File: src/rtl/gcd_job_feeder_pkg.sv
// Shared types for the GCD job feeder: FSM state encoding and default widths.
package gcd_job_feeder_pkg;
  localparam int WIDTH_DEF = 16;
  localparam int STATE_W   = 3;

  typedef enum logic [STATE_W-1:0] {
    IDLE      = 3'd0,
    LOAD_A    = 3'd1,
    LOAD_B    = 3'd2,
    WAIT_DONE = 3'd3,
    CLEAR     = 3'd4,
    EMIT      = 3'd5
  } state_e;
endpackage

File: src/rtl/gcd_job_feeder_pair_fifo.sv
// Operand-pair FIFO; the occupancy counter carries one extra bit so full and empty are unambiguous.
module gcd_pair_fifo #(
  parameter int W     = 32,
  parameter int DEPTH = 4
) (
  input  logic         clk,
  input  logic         rst,
  input  logic         push,
  input  logic         pop,
  input  logic [W-1:0] din,
  output logic [W-1:0] dout,
  output logic         full,
  output logic         empty
);
  localparam int AW = $clog2(DEPTH);

  logic [AW-1:0] wr_q, wr_d, rd_q, rd_d;
  logic [AW:0]   cnt_q, cnt_d;
  logic [W-1:0]  mem_q [DEPTH];
  logic          do_push, do_pop;

  assign full    = (cnt_q == (AW+1)'(DEPTH));
  assign empty   = (cnt_q == '0);
  assign do_push = push && !full;
  assign do_pop  = pop && !empty;
  assign dout    = mem_q[rd_q];

  always_comb begin
    wr_d  = wr_q + AW'(do_push);
    rd_d  = rd_q + AW'(do_pop);
    cnt_d = cnt_q + (AW+1)'(do_push) - (AW+1)'(do_pop);
  end

  always_ff @(posedge clk or posedge rst) begin
    if (rst) begin
      wr_q  <= '0;
      rd_q  <= '0;
      cnt_q <= '0;
    end else begin
      wr_q  <= wr_d;
      rd_q  <= rd_d;
      cnt_q <= cnt_d;
    end
  end

  // Storage needs no reset: the pointers define which entries are live.
  always_ff @(posedge clk) begin
    if (do_push) mem_q[wr_q] <= din;
  end
endmodule

File: src/rtl/gcd_job_feeder.sv
// Feeds buffered (A,B) pairs to a subtractive GCD core over its shared load bus and returns results.
module gcd_job_feeder
  import gcd_job_feeder_pkg::*;
#(
  parameter int WIDTH   = WIDTH_DEF,
  parameter int DEPTH   = 4,
  parameter int MAX_CYC = 1023,
  parameter int CW      = 10
) (
  input  logic             clk,
  input  logic             rst,
  input  logic             in_valid,
  output logic             in_ready,
  input  logic [WIDTH-1:0] in_a,
  input  logic [WIDTH-1:0] in_b,
  output logic             start,
  output logic [WIDTH-1:0] data_in,
  input  logic             core_done,
  input  logic [WIDTH-1:0] core_result,
  output logic             core_clr,
  output logic             out_valid,
  input  logic             out_ready,
  output logic [WIDTH-1:0] out_gcd,
  output logic             out_err,
  output logic [CW-1:0]    out_cycles
);
  state_e             state_q, state_d;
  logic [WIDTH-1:0]   a_q, a_d, b_q, b_d;
  logic [CW-1:0]      cnt_q, cnt_d;
  logic               start_q, start_d, clr_q, clr_d, ov_q, ov_d, err_q, err_d;
  logic [WIDTH-1:0]   din_q, din_d, gcd_q, gcd_d;
  logic [CW-1:0]      cyc_q, cyc_d;
  logic               fifo_full, fifo_empty, fifo_pop;
  logic [2*WIDTH-1:0] fifo_dout;
  logic [WIDTH-1:0]   head_a, head_b;

  gcd_pair_fifo #(.W(2*WIDTH), .DEPTH(DEPTH)) u_fifo (
    .clk   (clk),
    .rst   (rst),
    .push  (in_valid),
    .pop   (fifo_pop),
    .din   ({in_a, in_b}),
    .dout  (fifo_dout),
    .full  (fifo_full),
    .empty (fifo_empty)
  );

  assign head_a   = fifo_dout[2*WIDTH-1:WIDTH];
  assign head_b   = fifo_dout[WIDTH-1:0];
  assign in_ready = !fifo_full;

  always_comb begin
    state_d  = state_q;
    a_d      = a_q;
    b_d      = b_q;
    cnt_d    = cnt_q;
    start_d  = start_q;
    din_d    = din_q;
    clr_d    = clr_q;
    ov_d     = ov_q;
    gcd_d    = gcd_q;
    err_d    = err_q;
    cyc_d    = cyc_q;
    fifo_pop = 1'b0;
    case (state_q)
      IDLE: if (!fifo_empty) begin
        fifo_pop = 1'b1;
        // A zero operand would spin the subtractive core forever, so answer directly.
        if (head_a == '0 || head_b == '0) begin
          gcd_d   = head_a | head_b;
          err_d   = 1'b0;
          cyc_d   = '0;
          ov_d    = 1'b1;
          state_d = EMIT;
        end else begin
          a_d     = head_a;
          b_d     = head_b;
          start_d = 1'b1;
          din_d   = head_a;
          state_d = LOAD_A;
        end
      end
      LOAD_A: begin
        start_d = 1'b0;
        din_d   = b_q;
        state_d = LOAD_B;
      end
      LOAD_B: begin
        cnt_d   = '0;
        state_d = WAIT_DONE;
      end
      WAIT_DONE: begin
        if (core_done) begin
          gcd_d   = core_result;
          err_d   = 1'b0;
          cyc_d   = cnt_q;
          clr_d   = 1'b1;
          state_d = CLEAR;
        end else if (cnt_q == CW'(MAX_CYC)) begin
          gcd_d   = '0;
          err_d   = 1'b1;
          cyc_d   = cnt_q;
          clr_d   = 1'b1;
          state_d = CLEAR;
        end else begin
          cnt_d = cnt_q + CW'(1);
        end
      end
      CLEAR: begin
        clr_d   = 1'b0;
        ov_d    = 1'b1;
        state_d = EMIT;
      end
      EMIT: if (out_ready) begin
        ov_d    = 1'b0;
        state_d = IDLE;
      end
      default: state_d = IDLE;
    endcase
  end

  always_ff @(posedge clk or posedge rst) begin
    if (rst) begin
      state_q <= IDLE;
      a_q     <= '0;
      b_q     <= '0;
      cnt_q   <= '0;
      start_q <= 1'b0;
      din_q   <= '0;
      clr_q   <= 1'b0;
      ov_q    <= 1'b0;
      gcd_q   <= '0;
      err_q   <= 1'b0;
      cyc_q   <= '0;
    end else begin
      state_q <= state_d;
      a_q     <= a_d;
      b_q     <= b_d;
      cnt_q   <= cnt_d;
      start_q <= start_d;
      din_q   <= din_d;
      clr_q   <= clr_d;
      ov_q    <= ov_d;
      gcd_q   <= gcd_d;
      err_q   <= err_d;
      cyc_q   <= cyc_d;
    end
  end

  assign start      = start_q;
  assign data_in    = din_q;
  assign core_clr   = clr_q;
  assign out_valid  = ov_q;
  assign out_gcd    = gcd_q;
  assign out_err    = err_q;
  assign out_cycles = cyc_q;
endmodule

File: config.mk
export PLATFORM = sky130hd
export DESIGN_NAME = gcd_job_feeder
export DESIGN_NICKNAME = d
export VERILOG_FILES = /design/src/rtl/gcd_job_feeder_pkg.sv /design/src/rtl/gcd_job_feeder_pair_fifo.sv /design/src/rtl/gcd_job_feeder.sv
export SDC_FILE = /design/constraint.sdc
export NUM_CORES = 1
export LEC_CHECK = 0
export CAP_MARGIN = 5
export CORE_MARGIN = 4
export CORE_UTILIZATION = 55
export DETAILED_ROUTE_END_ITERATION = 16
export PLACE_DENSITY = 0.78
export SYNTH_ARGS = -nofsm -noshare
export SYNTH_HDL_FRONTEND = slang
export SYNTH_SLANG_ARGS = --single-unit
File: constraint.sdc
create_clock -name clk -period 7.9 [get_ports clk]
set_input_delay 1.58 -clock clk [delete_from_list [all_inputs] [get_ports clk]]
set_output_delay 1.58 -clock clk [all_outputs]
set_load 0.1 [all_outputs]
==> flow_summary.ini <==
[synth]
ys_seq_area_share_pct = 67.2
synth_top_area_share_pct = 43.8
synth_nets = 620
yosys.area.top_type = edfxtp_1
synthCells = 561
synth_cell_types = 54
synth_enable_flop_cells = 128
syn_area_mm2 = 0.00877
async_reset_ff_share_pct = 39.0
synth.area.top_cells = edfxtp_1, dfrtp_1, mux4_1
synth_flop_cell = edfxtp_1
syn_area_per_cell_um2 = 15.6
synth_warnings = 0
synth_seq_cells = 210

[timing]
clock.fmax_ghz = 0.239
skew_ns = 0.0102
slew_headroom_pct = 14.3
tightest_slew_ns = 1.29
hold_violations = 0
tns_ns = 0
fin_crit_sh_pct = 52.9
rsz0062_at_grt = false
period_needed_ns = 4.18
setup_viol = 0
drv_slew = 0

[clock_network]
clockBufferDepth = 3
cts-root-buf = clkbuf_16
clk_latency_ns = 0.49
clk_pin_slew_worst_paths_ns = 0.06
cts_resized = 0
tritoncts = yes
numCtsBuffers = 21
htreeDepth = 1
hold_buffers = 0
cts_setup_buffers = 0
cts_sinks = 210

[outcome]
status = finished, final reports clean

[global_routing]
grt_max_degree = 83
overflow = 0
antenna_found_initial = 0
grt_pass1_wl_mm = 28.7
grt_usage_pct = 20.3
first_global_vias = 5329

[drt]
drc = 0
ant_nets = 0
wire_per_inst_um = 21.0
detail_route.vias_per_cell = 5.90
routed-via-count = 5214
wirelength_mm = 18.5
first_pass_iters = 5
drtIter0Drc = 419

[critical_path]
worst_path_largest_cell_delay_ns = 1.03
cp_max_fo = 18
crit_family = compound AO/OA/AOI/OAI gates
startpoint_type = input pin
critical_path_class = input pin to flip-flop
reg2reg_depth = 6
reg2reg_from = u_fifo.rd_q[0]$_DFF_PP0_
crit_buf_inv = 1
cp.required_ns = 8.20
r2r_slack_ns = 3.93
cp-end-kind = flip-flop
reg2reg_to = out_gcd[13]$_DFFE_PP0P_
cp_cell_sequence = clkdlybuf4s50_1 > a41oi_1 > nor2b_1 > a21oi_1 > o22ai_1
arrival_ns = 4.48
cp_slowest_cell = a21oi_1

[hold_path]
holdPathEnd = b_q[13]$_DFFE_PP0P_
hp-start = b_q[13]$_DFFE_PP0P_
hp-class = flip-flop to flip-flop
worstHoldPathCells = 1

[floorplanning]
core_area_mm2 = 0.0154
initial_core_util_pct = 56.9
io_pins = 100
die_h_um = 134
fp.dieW_um = 134
die-area_mm2 = 0.0180
rows = 45

[pwr]
total_power_mw = 4.71
max-vdd-ir-drop_uv = 266
powerDensity_mw_per_mm2 = 451
p_leak_nw = 3.94

[placed_design]
dp_hpwl_mm = 12.3
placed_cell_area_mm2 = 0.00983
io_buffers = 99
routabilityCongestion = 0.905

[cells_and_area]
area_delta_synth_final_pct = 19.1
multi_input_area_mm2 = 0.00257
fillers = 1081
final_layout_size_suffix_gt1_share_pct = 12.9
nNetsFinal = 717
num_antenna_cells = 0
register_area_mm2 = 0.00590
stdcell_area_mm2 = 0.0104

[run]
drv_cap = 0
worst max path at each step:
stage                     startpoint                      endpoint  slack (ns)  cells past startpoint
after global routing       core_done       out_gcd[10]$_DFFE_PP0P_        3.49                      5
after CTS                  core_done       out_gcd[13]$_DFFE_PP0P_        3.80                      5
final                      core_done       out_gcd[13]$_DFFE_PP0P_        3.72                      5
after floorplan             in_valid  u_fifo.mem_q[2][0]$_DFFE_PP_        3.35                      2
after detailed placement   core_done       out_gcd[10]$_DFFE_PP0P_        3.29                      5
after global placement     core_done        out_gcd[2]$_DFFE_PP0P_        3.46                      5
synth_stat cells (12+ instances only):
cell / number
a221o_1: 16
a31oi_1: 16
and3_1: 12
clkbuf_1: 12
dfrtp_1: 82
edfxtp_1: 128
mux2_2: 12
mux4_1: 21
nand2_1: 45
nor2_1: 44
o21ai_0: 14
o22ai_1: 21
cells by family (layout without fill, tap and decap cells):
kind of cell | count (synthesis) | in the layout | synth area share, %
xor+xnor | 10 | 10 | 0.999
mux | 48 | 48 | 11.2
flops | 210 | 210 | 67.2
compound gates | 80 | 80 | 6.42
simple gates | 163 | 163 | 9.51
fa+ha+maj | 6 | 6 | 0.942
buf+inv | 44 | 155 | 3.74
per-stage QoR:
step	cells	setup slack, ns	utilization, %	hold slack [ns]
global route	883	3.49	67.7	0.515
global placement	846	3.46	63.7	0.475
CTS	883	3.80	67.7	0.504
finish	883	3.72	67.7	0.505
floorplan	561	3.35	-	0.465
detailed placement	846	3.29	63.7	0.490
registers in the layout, summed over array words and instances, names as in the netlist:
| signal | cells |
|---|---|
| b_q | 16 |
| cnt_q | 10 |
| core_clr | 1 |
| data_in | 16 |
| out_cycles | 10 |
| out_err | 1 |
| out_gcd | 16 |
| out_valid | 1 |
| start | 1 |
| state_q | 3 |
| u_fifo.cnt_q | 3 |
| u_fifo.mem_q | 128 |
| u_fifo.rd_q | 2 |
| u_fifo.wr_q | 2 |
power breakdown:
part / leakage (nW) / internal (mW) / switching [mW]
logic: 1.45 / 0.699 / 1.46
clock network: 0.299 / 0.502 / 0.393
registers: 2.19 / 1.49 / 0.164
total: 3.94 / 2.70 / 2.01
per-layer routing:
layer  part of all wire [%]  GRT usage (%)  up-vias
met3                    5.6           3.04       34
met1                     41           27.0     2631
li1                       -              -     2358
met4                    2.4           5.54        0
met5                      0              0        -
met2                     51           35.2      191
layout make-up:
class / count / area share, %
Clock buffer: 28 / 5.38
Clock inverter: 9 / 0.503
Tap cell: 211 / 2.53
Timing Repair Buffer: 108 / 10.1
Sequential cell: 210 / 56.5
Multi-Input combinational cell: 307 / 24.6
Inverter: 10 / 0.371
worst register-to-register path, stage by stage (launching register included):
cell and delay (ns):
dfrtp_1 0.35, buf_4 0.48, mux4_1 0.68, or4_4 0.58, o41ai_1 0.64, and2_1 0.82, o22ai_1 0.22
cell usage in the layout, fill, tap and decap left out, types with 12 or more instances in the layout:
| cell | synthesis | routed |
|---|---|---|
| a31oi_1 | 16 | 16 |
| edfxtp_1 | 128 | 128 |
| o21ai_0 | 14 | 14 |
| dfrtp_1 | 82 | 82 |
| mux2_2 | 12 | 12 |
| and3_1 | 12 | 12 |
| o22ai_1 | 21 | 21 |
| nand2_1 | 45 | 45 |
| a221o_1 | 16 | 16 |
| clkdlybuf4s50_1 | 1 | 99 |
| mux4_1 | 21 | 21 |
| clkbuf_16 | 0 | 21 |
| nor2_1 | 44 | 43 |
Power figures use the tool's default switching activity.
